[config.mk]
export PLATFORM = sky130hd
export DESIGN_NAME = pipe_hazard_ctrl
export DESIGN_NICKNAME = d
export VERILOG_FILES = /design/src/rtl/pipe_hazard_ctrl.sv
export SDC_FILE = /design/constraint.sdc
export NUM_CORES = 1
export LEC_CHECK = 0
export CAP_MARGIN = 20
export CORE_ASPECT_RATIO = 1.4
export CORE_UTILIZATION = 25
export CTS_BUF_LIST = sky130_fd_sc_hd__clkbuf_8
export DETAILED_ROUTE_END_ITERATION = 8
export PLACE_DENSITY_LB_ADDON = 0.05
export SLEW_MARGIN = 20
export SYNTH_ARGS = -nofsm -noshare
export SYNTH_HDL_FRONTEND = slang
export SYNTH_SLANG_ARGS = --single-unit
export TNS_END_PERCENT = 50
[constraint.sdc]
create_clock -name clk -period 2.8 [get_ports clk]
set_clock_uncertainty 0.1 [all_clocks]
set_input_delay 0.56 -clock clk [delete_from_list [all_inputs] [get_ports clk]]
set_output_delay 0.56 -clock clk [all_outputs]
set_load 0.1 [all_outputs]
[src/rtl/pipe_hazard_ctrl.sv]
// Stall/flush controller for the 5-stage LC-3b pipeline: freezes on cache misses,
// bubbles ID/EX on load-use hazards and squashes younger stages on taken branches.
module pipe_hazard_ctrl #(
  parameter int CNT_W = 16
) (
  input  logic             clk,
  input  logic             reset,
  input  logic [2:0]       id_src1,
  input  logic [2:0]       id_src2,
  input  logic             id_uses_src1,
  input  logic             id_uses_src2,
  input  logic             ex_valid,
  input  logic             ex_is_load,
  input  logic [2:0]       ex_dest,
  input  logic             imem_read,
  input  logic             imem_resp,
  input  logic             dmem_req,
  input  logic             dmem_resp,
  input  logic             br_taken,
  output logic             load_pc,
  output logic             load_if_id,
  output logic             load_id_ex,
  output logic             load_ex_mem,
  output logic             load_mem_wb,
  output logic             bubble_id_ex,
  output logic             flush_if_id,
  output logic             flush_id_ex,
  output logic             flush_ex_mem,
  output logic [CNT_W-1:0] stall_cycles,
  output logic [CNT_W-1:0] flush_events
);

  typedef enum logic [1:0] {
    MODE_HOLD,
    MODE_FLUSH,
    MODE_BUBBLE,
    MODE_RUN
  } mode_t;

  logic             r_iDone;
  logic             r_dDone;
  logic [CNT_W-1:0] r_stallCycles;
  logic [CNT_W-1:0] r_flushEvents;

  logic  w_iWait;
  logic  w_dWait;
  logic  w_freeze;
  logic  w_src1Hit;
  logic  w_src2Hit;
  logic  w_luHazard;
  logic  w_luStall;
  logic  w_brFlush;
  mode_t w_mode;

  // A side whose response already arrived stops waiting until the pipeline advances.
  assign w_iWait    = imem_read & ~(imem_resp | r_iDone);
  assign w_dWait    = dmem_req  & ~(dmem_resp | r_dDone);
  assign w_freeze   = w_iWait | w_dWait;

  assign w_src1Hit  = id_uses_src1 & (id_src1 == ex_dest);
  assign w_src2Hit  = id_uses_src2 & (id_src2 == ex_dest);
  assign w_luHazard = ex_valid & ex_is_load & (w_src1Hit | w_src2Hit);

  assign w_brFlush  = ~w_freeze & br_taken;
  assign w_luStall  = ~w_freeze & ~br_taken & w_luHazard;

  always_comb begin
    w_mode = MODE_RUN;
    if (reset || w_freeze) begin
      w_mode = MODE_HOLD;
    end else if (br_taken) begin
      w_mode = MODE_FLUSH;
    end else if (w_luHazard) begin
      w_mode = MODE_BUBBLE;
    end
  end

  always_comb begin
    load_pc      = 1'b0;
    load_if_id   = 1'b0;
    load_id_ex   = 1'b0;
    load_ex_mem  = 1'b0;
    load_mem_wb  = 1'b0;
    bubble_id_ex = 1'b0;
    flush_if_id  = 1'b0;
    flush_id_ex  = 1'b0;
    flush_ex_mem = 1'b0;
    case (w_mode)
      MODE_FLUSH: begin
        load_pc      = 1'b1;
        load_if_id   = 1'b1;
        load_id_ex   = 1'b1;
        load_ex_mem  = 1'b1;
        load_mem_wb  = 1'b1;
        flush_if_id  = 1'b1;
        flush_id_ex  = 1'b1;
        flush_ex_mem = 1'b1;
      end
      // PC and IF/ID hold the dependent instruction while a NOP enters EX.
      MODE_BUBBLE: begin
        load_id_ex   = 1'b1;
        load_ex_mem  = 1'b1;
        load_mem_wb  = 1'b1;
        bubble_id_ex = 1'b1;
      end
      MODE_RUN: begin
        load_pc      = 1'b1;
        load_if_id   = 1'b1;
        load_id_ex   = 1'b1;
        load_ex_mem  = 1'b1;
        load_mem_wb  = 1'b1;
      end
      default: begin
        load_pc      = 1'b0;
      end
    endcase
  end

  always_ff @(posedge clk or posedge reset) begin
    if (reset) begin
      r_iDone <= 1'b0;
      r_dDone <= 1'b0;
    end else if (w_freeze) begin
      r_iDone <= r_iDone | (imem_read & imem_resp);
      r_dDone <= r_dDone | (dmem_req & dmem_resp);
    end else begin
      r_iDone <= 1'b0;
      r_dDone <= 1'b0;
    end
  end

  // Counters saturate rather than wrap so long runs never read as short ones.
  always_ff @(posedge clk or posedge reset) begin
    if (reset) begin
      r_stallCycles <= '0;
      r_flushEvents <= '0;
    end else begin
      if ((w_freeze | w_luStall) && (r_stallCycles != {CNT_W{1'b1}})) begin
        r_stallCycles <= r_stallCycles + CNT_W'(1);
      end
      if (w_brFlush && (r_flushEvents != {CNT_W{1'b1}})) begin
        r_flushEvents <= r_flushEvents + CNT_W'(1);
      end
    end
  end

  assign stall_cycles = r_stallCycles;
  assign flush_events = r_flushEvents;

endmodule

==> summary.txt <==
Min path
  – Worst hold path type: reg2reg
  – Hold depth: 2

Power
  – Max rail drop VDD: between 0.0007 and 0.0008 V
  – Total power: between 0.002 and 0.0025 W
  – Static Leak: ~1.2 nW
  – Pwr Density: 912 nW/um^2

Setup path
  – Critical Path AT: around 2 ns
  – Crit-path max cell delay: ~0.47 ns
  – Delay-heaviest family, CP: simple AND/OR/NAND/NOR gates
  – Worst Path Required: 2.14 ns
  – Buf/Inv on CP: 2
  – Slack of the worst reg-to-reg path: between 0.7 and 0.8 ns
  – Setup CP Type: in2out
  – Crit path max fanout: 3
  – Startpoint Class: primary input
  – Slowest cell on the critical path: clkdlybuf4s50_1
  – R2R depth: 6
  – Critical path depth: 5
  – Worst setup EP type: primary output
  – Worst-path cell chain: clkdlybuf4s50_1 -> or3b_1 -> and2_4 -> and3_2 -> buf_12

Detailed routing
  – DRC: 0
  – DRT Pass-1 Iters: 4
  – Total Wirelength: roughly 4.6 mm
  – WL per Instance: ~14 microns
  – Via/cell ratio: between 4 and 5
  – Vias: between 1,500 and 2,000
  – Post-route ant nets: 0
  – Initial drt markers: 27

Yosys
  – Synthesized cell area: 1790 sq um
  – Register area share after synthesis: 0.474
  – Syn nets: 196
  – Mapped Cells: about 170
  – Post-synth cell types: 37
  – Post-Syn Area per Cell: around 10 sq um
  – Yosys warns: 0
  – Yosys reg bits: 34

Global route
  – GR Util All Layers: 0.134
  – Vias in the first global route: 1,494
  – Initial antenna violation count: 0
  – Largest net degree at the start of global routing: 35
  – Global-route wire length before repair: about 7.5 mm
  – GRT overflow: 0

Place
  – Pre-CTS WS: just over 0.007 ns
  – Detail Placement HPWL: ~3.6 mm
  – Placer Congestion: 0.722
  – Placed insts: around 330
  – Port bufs: 60

Timing
  – Setup ws final: between 0.07 and 0.08 ns
  – Slew Limit Fails: 0
  – Worst-Margin Slew: roughly 0.45 ns
  – Setup TNS: 0 ns
  – RSZ-0062 raised after global routing: no
  – Final worst-path cycle share: 0.972
  – Worst hold margin: roughly 0.40 ns
  – Fmax achieved: between 300 and 400 MHz
  – Final Hold Viols: 0
  – Rel. slew slack: 0.698
  – Minimum clock period: around 2.7 ns
  – Endpoints failing setup: 0

Final layout
  – ANT cells: 0
  – Commonest cells after routing, fill and taps aside: 40 x buf_4, 34 x dfrtp_1, 23 x xnor2_1, 19 x clkdlybuf4s50_1
  – Area Overhead vs Synth: 48.6%
  – Fin cells: 338
  – Commonest non-fill, non-tap cell in the layout: buf_4
  – Layout Nets: between 200 and 300
  – Layout cells sized above 1: 0.292
  – Filler cells: around 730

Clock network
  – CTS Buf Count: 5
  – CTS tree: yes
  – Clock transition at path regs: approximately 0.07 ns
  – Max Root-Sink Buffers: 2
  – Post-CTS Setup Inserts: 0
  – Htree depth: 2
  – Root buf cell: clkbuf_8
  – Later-pin clock latency in the skew report: roughly 0.29 ns
  – Clock sinks: 34

Die
  – Die span in y: between 100 and 150 microns
  – Num ports: 61
  – Rows: 36
  – Initial Util: 0.259
  – Die Span X: roughly 74 microns
  – Total core area: 6940 sq um
  – Die area: 7520 sq um

Run status
  – Outcome: finished clean

Run
  – Max cap viols: 0
worst paths after layout:
path | startpoint | endpoint
setup reg to reg | stall_cycles[0]$_DFFE_PP0P_ | stall_cycles[1]$_DFFE_PP0P_
setup / recovery | imem_read | flush_ex_mem
hold / removal | r_iDone$_DFF_PP0_ | r_iDone$_DFF_PP0_
max in group asynchronous | reset | flush_events[7]$_DFFE_PP0P_
hold reg to reg | r_iDone$_DFF_PP0_ | r_iDone$_DFF_PP0_
min in group asynchronous | reset | stall_cycles[13]$_DFFE_PP0P_
sequential cells by signal (all words and copies together), names as in the netlist:
| signal | cells |
|---|---|
| flush_events | 16 |
| r_iDone | 1 |
| stall_cycles | 16 |
| r_dDone | 1 |
what timing repair did:
| item | 4_1_cts | 5_1_grt |
|---|---|---|
| hold buffers | 0 | 0 |
| resized for setup | 0 | 1 |
| setup endpoints to repair | 0 | 4 |
logic make-up after synthesis:
group	count (synthesis)	synth area share
flip-flops	34	0.474
adder cells (fa/ha/maj)	2	0.0139
buffers and inverters	12	0.0397
multiplexers	4	0.0265
XOR/XNOR	31	0.151
AO/OA/AOI/OAI	10	0.0377
AND/OR/NAND/NOR	81	0.257
cells in the mapped netlist, drive strengths merged:
library cell	number	area [sq um]
dfrtp	34	851
xnor2	23	201
nor2	18	70.1
nand2	15	56.3
nand3	14	75.1
nand4	14	93.8
xor2	8	70.1
buf	6	48.8
inv	6	22.5
and3	4	25.0
nor3	4	20.0
a21oi	3	15.0
and2	3	21.3
mux2	3	37.5
nor4	3	48.8
ha	2	25.0
o21ai	2	10.0
or3b	2	17.5
a211oi	1	12.5
a22oi	1	7.51
a31oi	1	6.26
a41oi	1	8.76
and4	1	8.76
mux2i	1	10.0
nand2b	1	8.76
nor2b	1	6.26
nor4b	1	8.76
o21a	1	7.51
layer usage:
layer / up-vias / global-route usage / routed length [microns]
met1: 733 / 0.145 / 1770
met5: - / 0 / 0
li1: 738 / - / -
met3: 7 / 0.0276 / 155
met4: 0 / 0.0488 / 66
met2: 27 / 0.251 / 2570
area by class of cell:
class | count | area [sq um] | area share
Multi-Input combinational cell | 128 | 891 | 0.334
Sequential cell | 34 | 851 | 0.319
Timing Repair Buffer | 68 | 671 | 0.252
Tap cell | 95 | 119 | 0.0446
Clock buffer | 6 | 82.6 | 0.0310
Clock inverter | 1 | 30.0 | 0.0113
Inverter | 6 | 22.5 | 0.00845
per-stage QoR:
step                      utilization  instance area [sq um]
final                           0.384                   2670
after global routing            0.384                   2670
after CTS                       0.384                   2660
after detailed placement        0.368                   2550
after global placement          0.368                   2550
after floorplan                     -                   1810
report_power, final:
group,internal [W],total (W),leakage (nW),switching (W)
Sequential,0.000590,0.000729,0.440,0.000139
Combinational,0.000292,0.00124,0.694,0.000943
Clock,0.000285,0.000466,0.0573,0.000181
Total,0.00117,0.00243,1.19,0.00126
worst register-to-register path: cells and delay by family (launching register included):
family	cells	cell delay, ns
muxes	1	0.38
DFF	1	0.42
adders and majority gates	1	0.21
and+or+nand+nor	3	0.53
AOI/OAI and AO/OA	1	0.29
(Power assumes the default switching activity.)
